**src/rtl/alu_seq_mul_pkg.sv**
```systemverilog
// Shared definitions for the sequential multiply ALU slice.
//   WIDTH       operand/result width
//   CNT_W       width of the step counter
//   FUNCT_MULT  function code selecting unsigned multiply
//   state_t     control FSM states
package alu_seq_mul_pkg;

    localparam int WIDTH = 32;
    localparam int CNT_W = $clog2(WIDTH);
    localparam logic [5:0] FUNCT_MULT = 6'b001001;

    typedef enum logic [1:0] {
        IDLE   = 2'd0,
        RUN    = 2'd1,
        FINISH = 2'd2
    } state_t;

endpackage

```
**src/rtl/alu_seq_mul_if.sv**
```systemverilog
// Start/done request bus of the multiply ALU slice.
//   Start        one-cycle request, samples Src1/Src2/Funct
//   Src1, Src2   multiplicand, multiplier
//   Funct        function code
//   Result       low product bits (0 for unsupported codes)
//   Carry        set when the upper product half is nonzero
//   Busy         operation in progress
//   Done         one-cycle completion pulse
// master = requester, slave = ALU slice.
interface alu_seq_mul_if;
    import alu_seq_mul_pkg::*;

    logic             Start;
    logic [WIDTH-1:0] Src1;
    logic [WIDTH-1:0] Src2;
    logic [5:0]       Funct;
    logic [WIDTH-1:0] Result;
    logic             Carry;
    logic             Busy;
    logic             Done;

    modport master (
        output Start, Src1, Src2, Funct,
        input  Result, Carry, Busy, Done
    );

    modport slave (
        input  Start, Src1, Src2, Funct,
        output Result, Carry, Busy, Done
    );

endinterface

```
**src/rtl/alu_mul_datapath.sv**
```systemverilog
// Shift-add multiply datapath: 64-bit accumulator, multiplier shift
// register and step counter.
//   clk, rst_n   clock, synchronous active-low reset
//   load         latch operands, clear accumulator and counter
//   step         perform one shift-add step
//   mcand_in     multiplicand to latch
//   mplr_in      multiplier to latch
//   acc          accumulator (full product after WIDTH steps)
//   last         current step is the final one
module alu_mul_datapath
    import alu_seq_mul_pkg::*;
(
    input  logic               clk,
    input  logic               rst_n,
    input  logic               load,
    input  logic               step,
    input  logic [WIDTH-1:0]   mcand_in,
    input  logic [WIDTH-1:0]   mplr_in,
    output logic [2*WIDTH-1:0] acc,
    output logic               last
);

    logic [WIDTH-1:0] mcand;
    logic [WIDTH-1:0] mplr;
    logic [CNT_W-1:0] cnt;
    logic [WIDTH:0]   sum;

    // Upper-half partial sum keeps the carry-out as bit WIDTH.
    always_comb begin
        sum = {1'b0, acc[2*WIDTH-1:WIDTH]};
        if (mplr[0])
            sum = sum + {1'b0, mcand};
    end

    assign last = (cnt == CNT_W'(WIDTH - 1));

    always_ff @(posedge clk) begin
        if (!rst_n) begin
            mcand <= '0;
            mplr  <= '0;
            acc   <= '0;
            cnt   <= '0;
        end else if (load) begin
            mcand <= mcand_in;
            mplr  <= mplr_in;
            acc   <= '0;
            cnt   <= '0;
        end else if (step) begin
            // {carry, sum, acc_low} shifted right by one position
            acc  <= {sum, acc[WIDTH-1:1]};
            mplr <= mplr >> 1;
            cnt  <= cnt + 1'b1;
        end
    end

endmodule

```
**src/rtl/alu_seq_mul.sv**
```systemverilog
// Sequential multiply ALU slice with start/done handshake.
//   clk, rst_n   clock, synchronous active-low reset
//   bus          request bus (slave side): Start/Src1/Src2/Funct in,
//                Result/Carry/Busy/Done out
// MULT completes 33 clocks after the Start edge, unsupported codes
// complete 1 clock after with a zero result.
//
// state  | meaning
// IDLE   | waiting for Start
// RUN    | one shift-add step per cycle, WIDTH steps
// FINISH | register Result/Carry, pulse Done
module alu_seq_mul
    import alu_seq_mul_pkg::*;
(
    input  logic          clk,
    input  logic          rst_n,
    alu_seq_mul_if.slave  bus
);

    state_t               state;
    state_t               state_nxt;
    logic                 load;
    logic                 step;
    logic                 is_mult;
    logic [2*WIDTH-1:0]   acc;
    logic                 last;
    logic [WIDTH-1:0]     result_q;
    logic                 carry_q;
    logic                 done_q;

    alu_mul_datapath u_datapath (
        .clk      (clk),
        .rst_n    (rst_n),
        .load     (load),
        .step     (step),
        .mcand_in (bus.Src1),
        .mplr_in  (bus.Src2),
        .acc      (acc),
        .last     (last)
    );

    always_comb begin
        state_nxt = state;
        load      = 1'b0;
        step      = 1'b0;
        case (state)
            IDLE: begin
                if (bus.Start) begin
                    if (bus.Funct == FUNCT_MULT) begin
                        load      = 1'b1;
                        state_nxt = RUN;
                    end else begin
                        state_nxt = FINISH;
                    end
                end
            end
            RUN: begin
                step = 1'b1;
                if (last)
                    state_nxt = FINISH;
            end
            FINISH:  state_nxt = IDLE;
            default: state_nxt = IDLE;
        endcase
    end

    always_ff @(posedge clk) begin
        if (!rst_n) begin
            state    <= IDLE;
            is_mult  <= 1'b0;
            result_q <= '0;
            carry_q  <= 1'b0;
            done_q   <= 1'b0;
        end else begin
            state  <= state_nxt;
            done_q <= (state == FINISH);
            if (state == IDLE && bus.Start)
                is_mult <= (bus.Funct == FUNCT_MULT);
            if (state == FINISH) begin
                result_q <= is_mult ? acc[WIDTH-1:0] : '0;
                carry_q  <= is_mult ? (|acc[2*WIDTH-1:WIDTH]) : 1'b0;
            end
        end
    end

    assign bus.Result = result_q;
    assign bus.Carry  = carry_q;
    assign bus.Done   = done_q;
    assign bus.Busy   = (state != IDLE);

endmodule

```
**src/flat_wrapper.sv**
```systemverilog
// flat-port wrapper written by rule: the top's interface ports become plain ports
module alu_seq_mul_flat import alu_seq_mul_pkg::*;
  (clk, rst_n, bus_Start, bus_Src1, bus_Src2, bus_Funct, bus_Result, bus_Carry, bus_Busy, bus_Done);
  alu_seq_mul_if bus_i ();
  input  logic clk;
  input  logic rst_n;
  input wire logic [$bits(bus_i.Start)-1:0] bus_Start;
  input wire logic [$bits(bus_i.Src1)-1:0] bus_Src1;
  input wire logic [$bits(bus_i.Src2)-1:0] bus_Src2;
  input wire logic [$bits(bus_i.Funct)-1:0] bus_Funct;
  output wire logic [$bits(bus_i.Result)-1:0] bus_Result;
  output wire logic [$bits(bus_i.Carry)-1:0] bus_Carry;
  output wire logic [$bits(bus_i.Busy)-1:0] bus_Busy;
  output wire logic [$bits(bus_i.Done)-1:0] bus_Done;
  assign bus_i.Start = bus_Start;
  assign bus_i.Src1 = bus_Src1;
  assign bus_i.Src2 = bus_Src2;
  assign bus_i.Funct = bus_Funct;
  assign bus_Result = bus_i.Result;
  assign bus_Carry = bus_i.Carry;
  assign bus_Busy = bus_i.Busy;
  assign bus_Done = bus_i.Done;
  alu_seq_mul u_core (.clk(clk), .rst_n(rst_n), .bus(bus_i));
endmodule
```
**config.mk**
```make
export PLATFORM = sky130hd
export DESIGN_NAME = alu_seq_mul_flat
export DESIGN_NICKNAME = d
export VERILOG_FILES = /design/src/rtl/alu_seq_mul_pkg.sv /design/src/rtl/alu_seq_mul_if.sv /design/src/rtl/alu_mul_datapath.sv /design/src/rtl/alu_seq_mul.sv /design/src/flat_wrapper.sv
export SDC_FILE = /design/constraint.sdc
export NUM_CORES = 1
export LEC_CHECK = 0
export ABC_CLOCK_PERIOD_IN_PS = 2850
export BUFFER_PORTS_ARGS = -buffer_cell sky130_fd_sc_hd__buf_2
export CAP_MARGIN = 0
export CORE_MARGIN = 8
export CORE_UTILIZATION = 50
export CTS_BUF_LIST = sky130_fd_sc_hd__clkbuf_8
export DETAILED_ROUTE_END_ITERATION = 7
export PLACE_DENSITY = 0.74
export SYNTH_ARGS = -nofsm -noshare
export SYNTH_HDL_FRONTEND = slang
export SYNTH_SLANG_ARGS = --single-unit
```
**constraint.sdc**
```tcl
create_clock -name clk -period 2.85 [get_ports clk]
set_clock_uncertainty 0.15 [all_clocks]
set_input_delay 0.57 -clock clk [delete_from_list [all_inputs] [get_ports clk]]
set_output_delay 0.57 -clock clk [all_outputs]
set_load 0.01 [all_outputs]
```
Yosys cells after proc, flatten, opt, wreduce, memory -nomap -nowiden
Index checks and enable logic that the tools add are counted.
Storage, ports and cells
  flip-flop bits (word level): 170
  bits in latches: 0
  memory bits (writable): 0
  bits in read-only memories: 0
  bits of input ports: 73
  output and inout port bits: 35
  logic and storage cells: 38
  memories: 0
Operators by class
  $add $sub $neg: 2
  multipliers: 0
  divide/modulo/power cells: 0
  order comparisons: 0
  equality and inequality tests: 6
  shifts and indexed selects: 0
  muxes and demuxes: 13
  bitwise logic cells: 1
  reductions and logical operators: 7
Operators by type and width (count)
  32-bit two-way mux: 3
  32-bit by 32-bit adder with 33-bit output: 1
  33-bit two-way mux: 1
  32-bit OR reduction: 1
  6-bit by 4-bit == test with 1-bit output, second input constant: 1
  2-bit two-way mux: 3
  5-bit by 1-bit adder with 5-bit output, second input constant: 1
  5-bit == test, second input constant: 1
  1-bit two-way mux: 5
  2-bit case mux with 2 select lines: 1
  2-bit nonzero test: 2
  2-bit by 1-bit == test with 1-bit output, second input constant: 1
  2-bit == test, second input constant: 1
  2-bit logical NOT: 1
  2-bit by 1-bit inequality test with 1-bit output, second input constant: 1
  2-bit inequality test, second input constant: 1
  2-bit AND reduction: 1
  2-bit OR reduction: 1
  1-bit logical AND: 1
  1-bit inverter: 1

Logic depth before layout (Yosys ltp)
Gate-level depths: netlist of the first run.
  depth in word-level cells: 5
  gate-level depth with buffers: 9
  mapped depth without buffers: 9

Modules after synthesis
A second synthesis of the first run with hierarchy kept.
Unflattened totals
  cells, all modules: 984
  area, all modules: 8947.3 sq um
Modules (own cells, without submodules)
  alu_mul_datapath: times used 1, cells each 804, area an instance 7274.5 sq um, seq. area each 2662.6 sq um
  alu_seq_mul: times used 1, cells each 180, area an instance 1672.9 sq um, seq. area each 740.7 sq um

Worst setup path after synthesis of the first run
No wires, ideal clock.
  kind: reg2reg
  from: register u_core.u_datapath.acc[32]
  to: register u_core.u_datapath.acc[59]
  data arrival time: 2.255 ns
  path slack: 0.371 ns
  cell stages (with the launch flop): 10
  buffers on the path: 0
  cells stage by stage: dfxtp_1 > ha_1 > fa_1 > a21o_1 > a221oi_2 > nor3_1 > o211ai_1 > o211ai_1 > mux2_2 > a31oi_1
On the way
  longest elaborated chain between the ends: 2
Ends and longest elaborated chain
  from (decl): RTL line alu_mul_datapath.sv:19  | output logic [2*WIDTH-1:0] acc,
  from (signal assigned): RTL line alu_mul_datapath.sv:50  | acc <= {sum, acc[WIDTH-1:1]};
  32-bit by 32-bit adder with 33-bit output: RTL line alu_mul_datapath.sv:32  | sum = sum + {1'b0, mcand};
  33-bit two-way mux: RTL line alu_mul_datapath.sv:31  | if (mplr[0])
Every way passes these cells.
A chain may end at the register's enable or synchronous reset.

Worst setup path in the final report of the first run
Same ends and word-level chain as after synthesis.

==> results of run 1 <==
-- registers in the layout, indices dropped and copies added, names as in the netlist --
name and flops:
u_core.u_datapath.acc 64, u_core.u_datapath.mplr 32, u_core.is_mult 1, u_core.u_datapath.cnt 5
u_core.bus.Done 1, u_core.bus.Carry 1, u_core.bus.Result 32, u_core.state 2
u_core.u_datapath.mcand 32
-- cells in the mapped netlist, types with 12 or more instances --
master,number
sky130_fd_sc_hd__nor2_1,38
sky130_fd_sc_hd__o211ai_1,12
sky130_fd_sc_hd__clkbuf_1,61
sky130_fd_sc_hd__a21o_1,14
sky130_fd_sc_hd__a21boi_0,97
sky130_fd_sc_hd__xnor2_1,16
sky130_fd_sc_hd__a21oi_1,80
sky130_fd_sc_hd__nor3b_1,13
sky130_fd_sc_hd__mux2i_1,13
sky130_fd_sc_hd__o21ai_0,29
sky130_fd_sc_hd__ha_1,34
sky130_fd_sc_hd__nor3_1,12
sky130_fd_sc_hd__nand3_1,49
sky130_fd_sc_hd__dfxtp_1,170
sky130_fd_sc_hd__nand2_1,240
sky130_fd_sc_hd__a22oi_1,30
-- final timing paths --
path	startpoint	to	slack, ns	cells past startpoint
setup reg to reg	u_core.u_datapath.acc[32]$_SDFFE_PP0P_	u_core.u_datapath.acc[59]$_SDFFE_PP0P_	0.15	10
hold reg to reg	u_core.bus.Result[27]$_SDFFE_PN0P_	u_core.bus.Result[27]$_SDFFE_PN0P_	0.31	2
setup / recovery	u_core.u_datapath.acc[32]$_SDFFE_PP0P_	u_core.u_datapath.acc[59]$_SDFFE_PP0P_	0.15	10
hold / removal	bus_Src1[24]	u_core.u_datapath.mcand[24]$_SDFFE_PN0P_	0.19	3
-- report_power, final --
group          switching (uW)  internal, uW
combinational            95.5          78.2
sequential               5.48          2380
clock                     996           754
total                    1100          3210
-- tightest hold or removal path: stages --
cell and delay [ns]:
sky130_fd_sc_hd__buf_2 0.10, sky130_fd_sc_hd__nand2_1 0.04, sky130_fd_sc_hd__a21boi_0 0.06
-- cell families after synthesis --
family	after synthesis
AOI/OAI and AO/OA	321
xor gates and xnor gates	25
adders and majority gates	35
buffers and inverters	88
DFF	170
muxes	14
and+or+nand+nor	406
-- cell type report --
class	count	area [um^2]	area share [%]
diodes	1	2.502	0.02567
inverters	8	30.03	0.3080
repair buffers	132	760.7	7.803
clock buffers	18	247.7	2.541
multi-input cells	801	4871	49.96
well taps	225	281.5	2.888
clock inverters	14	152.6	1.566
flip-flops and latches	170	3403	34.91
-- stage by stage --
step	utilization [%]	hold WS, ns
floorplan	-	0.2847
CTS	57.15	0.1802
global route	57.16	0.1893
global placement	54.80	0.2958
finish	57.16	0.1942
detailed placement	54.80	0.2998
-- placed cells by master (no fill, tap or decap), types with 4 or more instances in the layout --
master	instances
sky130_fd_sc_hd__o22ai_1	7
sky130_fd_sc_hd__dfxtp_1	170
sky130_fd_sc_hd__inv_1	8
sky130_fd_sc_hd__buf_2	107
sky130_fd_sc_hd__inv_6	4
sky130_fd_sc_hd__clkbuf_8	18
sky130_fd_sc_hd__nor4_1	9
sky130_fd_sc_hd__inv_8	4
sky130_fd_sc_hd__and2_1	4
sky130_fd_sc_hd__nor2_1	38
sky130_fd_sc_hd__a21boi_0	97
sky130_fd_sc_hd__a211oi_1	7
sky130_fd_sc_hd__xor2_1	9
sky130_fd_sc_hd__o21a_1	5
sky130_fd_sc_hd__or3_1	6
sky130_fd_sc_hd__nand3_1	49
sky130_fd_sc_hd__mux2i_1	13
sky130_fd_sc_hd__a31oi_1	8
sky130_fd_sc_hd__nand2_1	240
sky130_fd_sc_hd__xnor2_1	16
sky130_fd_sc_hd__o211ai_1	12
sky130_fd_sc_hd__buf_4	22
sky130_fd_sc_hd__a21o_1	14
sky130_fd_sc_hd__a21oi_1	80
sky130_fd_sc_hd__o21bai_1	5
sky130_fd_sc_hd__nor3_1	12
sky130_fd_sc_hd__a22oi_1	30
sky130_fd_sc_hd__ha_1	34
sky130_fd_sc_hd__nand4_1	10
sky130_fd_sc_hd__nor3b_1	13
sky130_fd_sc_hd__o21ai_0	28
-- routing by layer --
layer / share of wire (%) / global-route usage (%)
met1: 47 / 26.02
met2: 45 / 30.57
met3: 7.0 / 5.291
met4: 1.7 / 6.323
met5: 0.12 / 0
-- timing repair --
| item | in CTS | in global routing |
|---|---|---|
| gates resized for setup | 0 | 1 |
| setup endpoints to repair | 0 | 2 |
| setup buffers | 0 | 0 |
| hold buffers | 0 | 0 |
==> impl_results.rst, run 1 <==
.. list-table::
   :header-rows: 1

   * - Metric
     - Value
   * - Placed instance count
     - 1,336
   * - Result of the run
     - completed
   * - Crit path kind
     - reg2reg
   * - Combinational family with the most area after synthesis
     - compound AO/OA/AOI/OAI gates
   * - TritonCTS Buffers
     - 17
   * - Max Root-Sink Buffers
     - 2
   * - Count of flip-flops with a built-in enable after synthesis
     - 0
   * - Max FO, Critical Path
     - 6
   * - Area share of fa/ha/maj cells after synthesis
     - 5.178%
   * - Delay-heaviest family, CP
     - compound AO/OA/AOI/OAI gates
   * - Hold Violations, Final
     - 0
   * - Power Density
     - 441.9 mW/mm^2
   * - Horizontal die dimension
     - 147.2 um
   * - Total power draw
     - 4308 uW
   * - Share of async-settable or async-resettable flops after synthesis
     - 0%
   * - Nets
     - 1,238
   * - Share of post-route cells with drive strength above 1
     - 16.27%
   * - Dominant register cell in the synthesized netlist
     - sky130_fd_sc_hd__dfxtp_1
   * - Relative area change from synthesis to final layout
     - 13.34%
   * - Detailed router's first-iteration violation count
     - 653
   * - Detailed Routing Iterations Pass 1
     - 7
   * - Clock-pin slew of the registers on the worst-case setup and hold paths
     - 0.10 ns
   * - Number of instances in the synthesized netlist
     - 1,059
   * - Cell Chain, Critical Path
     - ha_1, fa_1, a21o_1, a221oi_2, buf_4, nor3_1, o211ai_1, o211ai_1, mux2_2, a31oi_1
   * - Top-area cell type share of the netlist area
     - 39.56%
   * - LEAKAGE
     - 0.003663 uW
   * - Antenna violations before repair
     - 4
   * - CTS tree
     - yes
   * - IR Drop Worst-Case VDD
     - 0.0003825 V
   * - Placeable core region
     - 0.01706 mm^2
   * - Net count of the mapped netlist
     - 1,167
   * - Number of global-route vias before repair
     - 7,323
   * - Via count
     - 7,842
   * - Share of the synthesized area in compound gates (AO/OA/AOI/OAI)
     - 26.09%
   * - Final HPWL from detailed placement
     - 14,990 um
   * - Top cells by area in the synthesized netlist
     - sky130_fd_sc_hd__dfxtp_1, sky130_fd_sc_hd__nand2_1, sky130_fd_sc_hd__a21boi_0
   * - Number of clock sinks
     - 170
   * - Fraction of the yosys area taken by sequential cells
     - 39.56%
   * - Wirelength, routed
     - 21,720 um
   * - Number of pins exceeding their max-slew limit in the final report
     - 0
   * - Io pins
     - 108
   * - Hold Path Class
     - in2reg
   * - Port Buffers
     - 107
   * - Setup-failing EPs final
     - 0
   * - Rel. slew slack
     - 46.03%
   * - Part of the cycle the worst path needs
     - 94.80%
   * - Gr ovfl total
     - 0
   * - Parity-gate share of the synthesized area counting xor and xnor cells
     - 2.545%
   * - Total cell area at the placement stage
     - 0.009346 mm^2
   * - Vias per std cell
     - 5.728
   * - Pin count of the biggest net entering global routing
     - 66
   * - Worst path bufs/invs
     - 1
   * - Data required time of the worst path
     - 3.10 ns
   * - Yosys Warn Count
     - 0
   * - Maximum clock rate
     - 370.1 MHz
   * - Worst-skew pair later-pin latency
     - 0.46 ns
   * - Global-route usage over all layers
     - 19.69%
   * - RSZ-0062 raised after global routing
     - no
   * - Slowest CP cell
     - sky130_fd_sc_hd__fa_1
   * - Share of cell area taken by muxes after synthesis
     - 1.644%
   * - # H-tree levels
     - 4
   * - Synthesized-area fraction occupied by and/or/nand/nor cells
     - 21.00%
   * - Stage delay of the slowest cell on the critical path
     - 0.42 ns
   * - Minimum setup slack in the final design
     - 0.1483 ns
   * - Worst Tran Pin Value
     - 0.8095 ns
   * - Post-placement setup slack
     - 0.1759 ns
   * - Effective utilization at floorplan
     - 50.43%
   * - Global-route wire length before repair
     - 36,000 um
   * - Die Ht
     - 147.2 um
   * - Crit path time final
     - 2.702 ns
   * - Most Frequent Cell on Critical Path
     - sky130_fd_sc_hd__o211ai_1
   * - CP Data Arrival Time
     - 2.95 ns
   * - Remaining antenna violation count after routing
     - 0
   * - Clock Root Buffer
     - sky130_fd_sc_hd__clkbuf_8
   * - Full die area
     - 0.02166 mm^2
   * - Netlist area before placement
     - 0.008602 mm^2
   * - Setup TNS after final layout
     - 0 ns
   * - Total of flip-flops plus latches after synthesis
     - 170
   * - Startpoint Class
     - flip-flop
   * - Number of maximum-capacitance violations
     - 0
   * - Number of unique standard cell types used by synthesis
     - 64
   * - Post-Layout Inst Area
     - 0.009749 mm^2
   * - Final GP Congestion
     - 0.9256
   * - Standard-cell row count
     - 48
   * - Kind of end point of the critical path
     - flip-flop
   * - Filler-free cell count of the finished design
     - 1,369
   * - Synth area leader
     - sky130_fd_sc_hd__dfxtp_1
   * - Post-synthesis area per instance
     - 8.123 um^2
   * - # DRC
     - 0
   * - # fillers
     - 1,618
   * - Routed length per placed instance
     - 15.87 um
Note: power is estimated with default switching activity, not from simulation.
==> run 2, diff against run 1 <==
CORE_UTILIZATION = 60   (was 50)
PLACE_DENSITY = 0.86   (was 0.74)
SYNTH_HIERARCHICAL = 1   (was default)
==> impl_results.rst, run 2 <==
.. list-table::
   :header-rows: 1

   * - Metric
     - Value
   * - Result of the run
     - completed
   * - Startpoint Class
     - flip-flop
   * - R2R cell count
     - 10
   * - Relative area change from synthesis to final layout
     - 10.68%
   * - Rel. slew slack
     - 24.63%
   * - # DRC
     - 0
   * - Maximum clock rate
     - 362.9 MHz
   * - Placeable core region
     - 0.01453 mm^2
   * - Final HPWL from detailed placement
     - 13,930 um
   * - Nets
     - 1,167
   * - Post-Layout Inst Area
     - 0.009903 mm^2
   * - Global-route wire length before repair
     - 33,620 um
   * - Final GP Congestion
     - 0.9338
   * - Yosys Warn Count
     - 6
   * - Minimum setup slack in the final design
     - 0.09425 ns
   * - Number of maximum-capacitance violations
     - 0
   * - Standard-cell row count
     - 44
   * - Switching part of the total
     - 23.68%
   * - # fillers
     - 1,210
   * - Clock-pin slew of the registers on the worst-case setup and hold paths
     - 0.09 ns
   * - Fraction of the yosys area taken by sequential cells
     - 38.04%
   * - Routed length per placed instance
     - 16.43 um
   * - IR Drop Worst-Case VDD
     - 0.0003267 V
   * - Slowest CP cell
     - sky130_fd_sc_hd__fa_1
   * - Via count
     - 7,358
   * - Vias per std cell
     - 5.872
   * - Setup TNS after final layout
     - 0 ns
   * - Clock Root Buffer
     - sky130_fd_sc_hd__clkbuf_8
   * - Total power draw
     - 4165 uW
   * - Data required time of the worst path
     - 3.04 ns
   * - LEAKAGE
     - 0.003899 uW
   * - Net count of the mapped netlist
     - 1,092
   * - CTS tree
     - yes
   * - Number of flip-flops in the largest register
     - 64
   * - Int Pwr
     - 3178 uW
   * - R2R Setup Slk
     - 0.09 ns
   * - Top cells by area in the synthesized netlist
     - sky130_fd_sc_hd__dfxtp_1, sky130_fd_sc_hd__mux2i_1, sky130_fd_sc_hd__ha_1
   * - Number of global-route vias before repair
     - 7,110
   * - Antenna violations before repair
     - 0
   * - Kind of end point of the critical path
     - flip-flop
   * - Cell Chain, Critical Path
     - ha_1, fa_1, a21o_1, a31oi_4, o221ai_4, o31ai_2, nand2_2, a311oi_2, xor2_1, a21oi_1
   * - Power Density
     - 420.5 mW/mm^2
   * - Crit path kind
     - reg2reg
   * - Combinational share of power
     - 4.1%
   * - Stage delay of the slowest cell on the critical path
     - 0.40 ns
   * - Combined flip-flop and latch cell area
     - 0.003403 mm^2
   * - Hold Path Class
     - in2reg
   * - Synth area leader
     - sky130_fd_sc_hd__dfxtp_1
   * - Detailed router's first-iteration violation count
     - 546
   * - Global-route usage over all layers
     - 20.43%
   * - # H-tree levels
     - 4
   * - CP Data Arrival Time
     - 2.95 ns
   * - Top-area cell type share of the netlist area
     - 38.04%
   * - Number of pins exceeding their max-slew limit in the final report
     - 0
   * - TritonCTS Buffers
     - 17
   * - Sw Pwr
     - 986.3 uW
   * - Max Root-Sink Buffers
     - 2
   * - Power share of the sequential group
     - 57.3%
   * - Pin count of the biggest net entering global routing
     - 104
   * - Hold Violations, Final
     - 0
   * - Effective utilization at floorplan
     - 61.56%
   * - Share of power burned in the clock network
     - 38.6%
   * - Wirelength, routed
     - 20,590 um
   * - Top cells by instance count after synthesis
     - sky130_fd_sc_hd__dfxtp_1, sky130_fd_sc_hd__mux2i_1, sky130_fd_sc_hd__nand2_1
   * - Area occupied by multi-input gates
     - 0.005115 mm^2
   * - Number of instances in the synthesized netlist
     - 984
   * - Post-cts hold buffer count
     - 0
   * - Leading cell type in the layout, fill and taps excluded
     - sky130_fd_sc_hd__dfxtp_1
   * - Total cell area at the placement stage
     - 0.009470 mm^2
   * - Post-placement setup slack
     - -0.04414 ns
   * - Antenna cell count
     - 0
   * - Die Ht
     - 138.1 um
   * - End of the worst register-to-register path
     - u_core/u_datapath/acc[59]$_SDFFE_PP0P_
   * - Worst flop-to-flop path startpoint
     - u_core/u_datapath/acc[32]$_SDFFE_PP0P_
   * - Horizontal die dimension
     - 138.1 um
   * - Io pins
     - 108
   * - Most flop-heavy register
     - u_core/u_datapath/acc
   * - Detailed Routing Iterations Pass 1
     - 5
   * - Remaining antenna violation count after routing
     - 0
   * - Cell count of the worst hold path
     - 3
   * - Share of async-settable or async-resettable flops after synthesis
     - 0%
   * - Hold path startpoint
     - bus_Src2[31]
   * - Setup-failing EPs final
     - 0
   * - Number of unique standard cell types used by synthesis
     - 71
   * - Cell with the most instances after synthesis
     - sky130_fd_sc_hd__dfxtp_1
   * - Crit path time final
     - 2.756 ns
   * - Util after Layout
     - 68.14%
   * - Share of post-route cells with drive strength above 1
     - 18.80%
   * - Leading cell types in the layout, fill and taps excluded
     - sky130_fd_sc_hd__dfxtp_1, sky130_fd_sc_hd__mux2i_1, sky130_fd_sc_hd__buf_2
   * - Count of flip-flops with a built-in enable after synthesis
     - 0
   * - Part of the cycle the worst path needs
     - 96.69%
   * - Worst Tran Pin Value
     - 1.128 ns
   * - Full die area
     - 0.01908 mm^2
   * - Total of flip-flops plus latches after synthesis
     - 170
   * - Worst-skew pair later-pin latency
     - 0.45 ns
   * - Post-synthesis area per instance
     - 9.093 um^2
   * - Port Buffers
     - 107
   * - Netlist area before placement
     - 0.008947 mm^2
   * - Dominant register cell in the synthesized netlist
     - sky130_fd_sc_hd__dfxtp_1
   * - Gr ovfl total
     - 0
   * - End point of the worst hold path
     - u_core/u_datapath/mplr[31]$_SDFFE_PN0P_
   * - Number of clock sinks
     - 170
   * - Max FO, Critical Path
     - 4
[run 2: cell count changes after synthesis, moves of 12 or more]
cell                       previous run  this run
sky130_fd_sc_hd__a21boi_0            97         5
sky130_fd_sc_hd__a21boi_1             1        13
sky130_fd_sc_hd__a21boi_2             1        16
sky130_fd_sc_hd__a21o_1              14        26
sky130_fd_sc_hd__a21oi_1             80        49
sky130_fd_sc_hd__a22oi_1             30         0
sky130_fd_sc_hd__and2_1               4        35
sky130_fd_sc_hd__clkbuf_1            61        37
sky130_fd_sc_hd__mux2i_1             13       116
sky130_fd_sc_hd__nand2_1            240        88
sky130_fd_sc_hd__nor2_1              38        59
sky130_fd_sc_hd__nor2b_1              5        35
sky130_fd_sc_hd__o21ai_0             29        56
[run 2: what timing repair did]
action,CTS,global route
buffers inserted,0,2
pin swaps,0,6
gates resized for setup,2,7
endpoints found under the setup margin,4,8
[run 2: metal layers]
metal	track usage, %	vias to the layer above	part of all wire (%)
li1	-	3630	-
met1	25.05	3427	43
met2	34.58	262	48
met3	4.692	39	6.4
met4	6.693	0	2.0
met5	0	-	0
[run 2: area by class of cell]
type	count	area share [%]
inverter	12	0.4675
timing repair buffer	130	7.530
clock buffer	18	2.502
multi-input combinational	728	51.65
sequential	170	34.37
tap	184	2.325
clock inverter	11	1.162
[run 2: cells by family after synthesis]
| logic type | Yosys count | synth area share [%] |
|---|---|---|
| AO/OA/AOI/OAI | 232 | 18.05 |
| XOR/XNOR | 29 | 2.839 |
| adder cells (fa/ha/maj) | 35 | 4.978 |
| buffers and inverters | 86 | 5.426 |
| flip-flops | 170 | 38.04 |
| multiplexers | 116 | 12.98 |
| AND/OR/NAND/NOR | 316 | 17.69 |
[run 2: stage by stage]
| step | instances | hold WS, ns |
|---|---|---|
| after CTS | 1251 | 0.1994 |
| after detailed placement | 1222 | 0.2934 |
| after global placement | 1222 | 0.2851 |
| final | 1253 | 0.2208 |
| after global routing | 1253 | 0.1980 |
| after floorplan | 984 | 0.3005 |
[run 2: how the worst max path moves through the flow]
| stage | from | endpoint | slack [ns] |
|---|---|---|---|
| finish | u_core/u_datapath/acc[32]$_SDFFE_PP0P_ | u_core/u_datapath/acc[59]$_SDFFE_PP0P_ | 0.09 |
| global placement | u_core/u_datapath/acc[32]$_SDFFE_PP0P_ | u_core/u_datapath/acc[59]$_SDFFE_PP0P_ | 0.07 |
| CTS | u_core/u_datapath/acc[32]$_SDFFE_PP0P_ | u_core/u_datapath/acc[59]$_SDFFE_PP0P_ | 0.02 |
| detailed placement | u_core/u_datapath/acc[32]$_SDFFE_PP0P_ | u_core/u_datapath/acc[59]$_SDFFE_PP0P_ | -0.04 |
| global route | u_core/u_datapath/acc[32]$_SDFFE_PP0P_ | u_core/u_datapath/acc[59]$_SDFFE_PP0P_ | -0.03 |
| floorplan | bus_Funct[2] | u_core/u_datapath/mcand[14]$_SDFFE_PN0P_ | 0.15 |
[run 2: power by group through the flow]
| stage | Combinational [uW] | Sequential [uW] | Clock, uW |
|---|---|---|---|
| after floorplan | 108 | 2440 | 0 |
| after global placement | 171 | 2440 | 0 |
| after detailed placement | 172 | 2440 | 0 |
| after CTS | 173 | 2390 | 1640 |
| after global routing | 188 | 2390 | 1740 |
| final | 173 | 2390 | 1610 |
[run 2: critical path: cells and delay by family, from the launching register on]
family	cells	cell delay, ns
compound gates	6	1.25
fa+ha+maj	2	0.62
flops	1	0.32
xor+xnor	1	0.18
simple gates	1	0.12
==> run 3, diff against run 2 <==
MAX_ROUTING_LAYER = met4   (was default)
==> impl_results.rst, run 3 (synthesis gave the netlist of run 2 again) <==
.. list-table::
   :header-rows: 1

   * - Metric
     - Value
   * - Startpoint Class
     - flip-flop
   * - Number of pins exceeding their max-slew limit in the final report
     - 0
   * - Post-placement setup slack
     - 0.001717 ns
   * - Global-route usage over all layers
     - 21.06%
   * - Clock-pin slew of the registers on the worst-case setup and hold paths
     - 0.09 ns
   * - TritonCTS Buffers
     - 17
   * - Effective utilization at floorplan
     - 61.56%
   * - Number of clock sinks
     - 170
   * - Remaining antenna violation count after routing
     - 0
   * - Post-Layout Inst Area
     - 0.009910 mm^2
   * - # fillers
     - 1,184
   * - Die Ht
     - 138.1 um
   * - Max FO, Critical Path
     - 10
   * - Via count
     - 7,229
   * - Sw Pwr
     - 982.1 uW
   * - Setup TNS after final layout
     - 0 ns
   * - Global-route wire length before repair
     - 33,580 um
   * - Full die area
     - 0.01908 mm^2
   * - Pin count of the biggest net entering global routing
     - 104
   * - CP Data Arrival Time
     - 2.93 ns
   * - LEAKAGE
     - 0.003888 uW
   * - Final HPWL from detailed placement
     - 13,910 um
   * - Hold Violations, Final
     - 0
   * - Cell count of the worst hold path
     - 3
   * - Power share of the sequential group
     - 57.4%
   * - Maximum clock rate
     - 365.0 MHz
   * - R2R cell count
     - 10
   * - RSZ-0062 raised after global routing
     - yes
   * - Leading cell type in the layout, fill and taps excluded
     - sky130_fd_sc_hd__dfxtp_1
   * - Rel. slew slack
     - 27.09%
   * - Setup-failing EPs final
     - 0
   * - Clock Root Buffer
     - sky130_fd_sc_hd__clkbuf_8
   * - Gr ovfl total
     - 0
   * - Util after Layout
     - 68.18%
   * - Part of the cycle the worst path needs
     - 96.14%
   * - Worst-skew pair later-pin latency
     - 0.46 ns
   * - Result of the run
     - completed
   * - Number of maximum-capacitance violations
     - 0
   * - Power Density
     - 419.5 mW/mm^2
   * - Horizontal die dimension
     - 138.1 um
   * - Antenna cell count
     - 0
   * - Int Pwr
     - 3175 uW
   * - Max Root-Sink Buffers
     - 2
   * - Relative area change from synthesis to final layout
     - 10.75%
   * - Share of power burned in the clock network
     - 38.5%
   * - Standard-cell row count
     - 44
   * - R2R Setup Slk
     - 0.11 ns
   * - Vias per std cell
     - 5.769
   * - # H-tree levels
     - 4
   * - Worst hold slack after final layout
     - 0.2119 ns
   * - Hold Path Class
     - in2reg
   * - Antenna violations before repair
     - 0
   * - Leading cell types in the layout, fill and taps excluded
     - sky130_fd_sc_hd__dfxtp_1, sky130_fd_sc_hd__mux2i_1, sky130_fd_sc_hd__buf_2
   * - Placeable core region
     - 0.01453 mm^2
   * - Crit path time final
     - 2.740 ns
   * - Routed length per placed instance
     - 16.04 um
   * - Combinational share of power
     - 4.1%
   * - Io pins
     - 108
   * - Crit path kind
     - reg2reg
   * - Number of global-route vias before repair
     - 7,063
   * - Nets
     - 1,166
   * - Wirelength, routed
     - 20,090 um
   * - Most flop-heavy register
     - u_core/u_datapath/acc
   * - Data required time of the worst path
     - 3.04 ns
   * - Minimum setup slack in the final design
     - 0.1100 ns
   * - Port Buffers
     - 107
   * - Total cell area at the placement stage
     - 0.009470 mm^2
   * - Number of flip-flops in the largest register
     - 64
   * - Share of post-route cells with drive strength above 1
     - 18.80%
   * - Kind of end point of the critical path
     - flip-flop
   * - Post-cts hold buffer count
     - 0
   * - # DRC
     - 0
   * - Final GP Congestion
     - 0.9591
   * - Detailed router's first-iteration violation count
     - 406
   * - IR Drop Worst-Case VDD
     - 0.0003556 V
   * - Detailed Routing Iterations Pass 1
     - 5
   * - CTS tree
     - yes
   * - Worst Tran Pin Value
     - 1.091 ns
   * - Switching part of the total
     - 23.63%
run 3: cell types whose count changed in the layout (fill, tap and decap cells not counted), sizes merged:
cell,before,now
buf,130,129
clkinv,4,5
clkinvlp,1,2
inv,17,16
run 3: stage by stage:
stage	instances	power, uW
finish	1253	4157
global placement	1222	2612
global route	1253	4303
floorplan	984	2548
CTS	1252	4196
detailed placement	1222	2615
run 3: repair_timing:
item                                    in CTS  in global routing
endpoints found under the setup margin       1                 10
endpoints found under the hold margin        0                  0
buffers inserted                             0                  1
pin swaps                                    0                  5
gates resized for setup                      1                 10
run 3: critical path: stages, from the launching register on:
cell,delay (ns)
sky130_fd_sc_hd__dfxtp_1,0.36
sky130_fd_sc_hd__ha_1,0.46
sky130_fd_sc_hd__and4_1,0.32
sky130_fd_sc_hd__nand4_1,0.16
sky130_fd_sc_hd__a211oi_2,0.27
sky130_fd_sc_hd__nor3_2,0.11
sky130_fd_sc_hd__buf_4,0.15
sky130_fd_sc_hd__o21ai_0,0.25
sky130_fd_sc_hd__a21o_1,0.18
sky130_fd_sc_hd__xnor2_1,0.13
sky130_fd_sc_hd__a21oi_1,0.08
run 3: layout make-up:
type	count	area, um^2	area share, %
Multi-Input combinational cell	728	5125	51.72
Sequential cell	170	3403	34.34
Timing Repair Buffer	129	738.2	7.449
Clock buffer	18	247.7	2.500
Tap cell	184	230.2	2.323
Clock inverter	12	118.9	1.199
Inverter	12	46.29	0.4672
run 3: metal layers:
metal	share of wire, %	GRT usage (%)	routed length, um	up-vias
li1	-	-	-	3629
met1	45	25.48	9019	3389
met5	0	-	0	-
met3	5.5	5.925	1096	22
met4	0.99	5.034	199	0
met2	49	34.02	9779	189
run 3: worst paths after layout:
path | start | endpoint
max | u_core/u_datapath/acc[44]$_SDFFE_PP0P_ | u_core/u_datapath/acc[60]$_SDFFE_PP0P_
min | bus_Src2[31] | u_core/u_datapath/mplr[31]$_SDFFE_PN0P_
max reg2reg | u_core/u_datapath/acc[44]$_SDFFE_PP0P_ | u_core/u_datapath/acc[60]$_SDFFE_PP0P_
min reg2reg | u_core/bus.Result[9]$_SDFFE_PN0P_ | u_core/bus.Result[9]$_SDFFE_PN0P_
run 3: power by group through the flow:
stage / logic, uW / registers, uW / clock network (uW)
after floorplan: 108 / 2440 / 0
after global placement: 170 / 2440 / 0
after detailed placement: 173 / 2440 / 0
after CTS: 173 / 2390 / 1640
after global routing: 188 / 2390 / 1730
final: 172 / 2390 / 1600
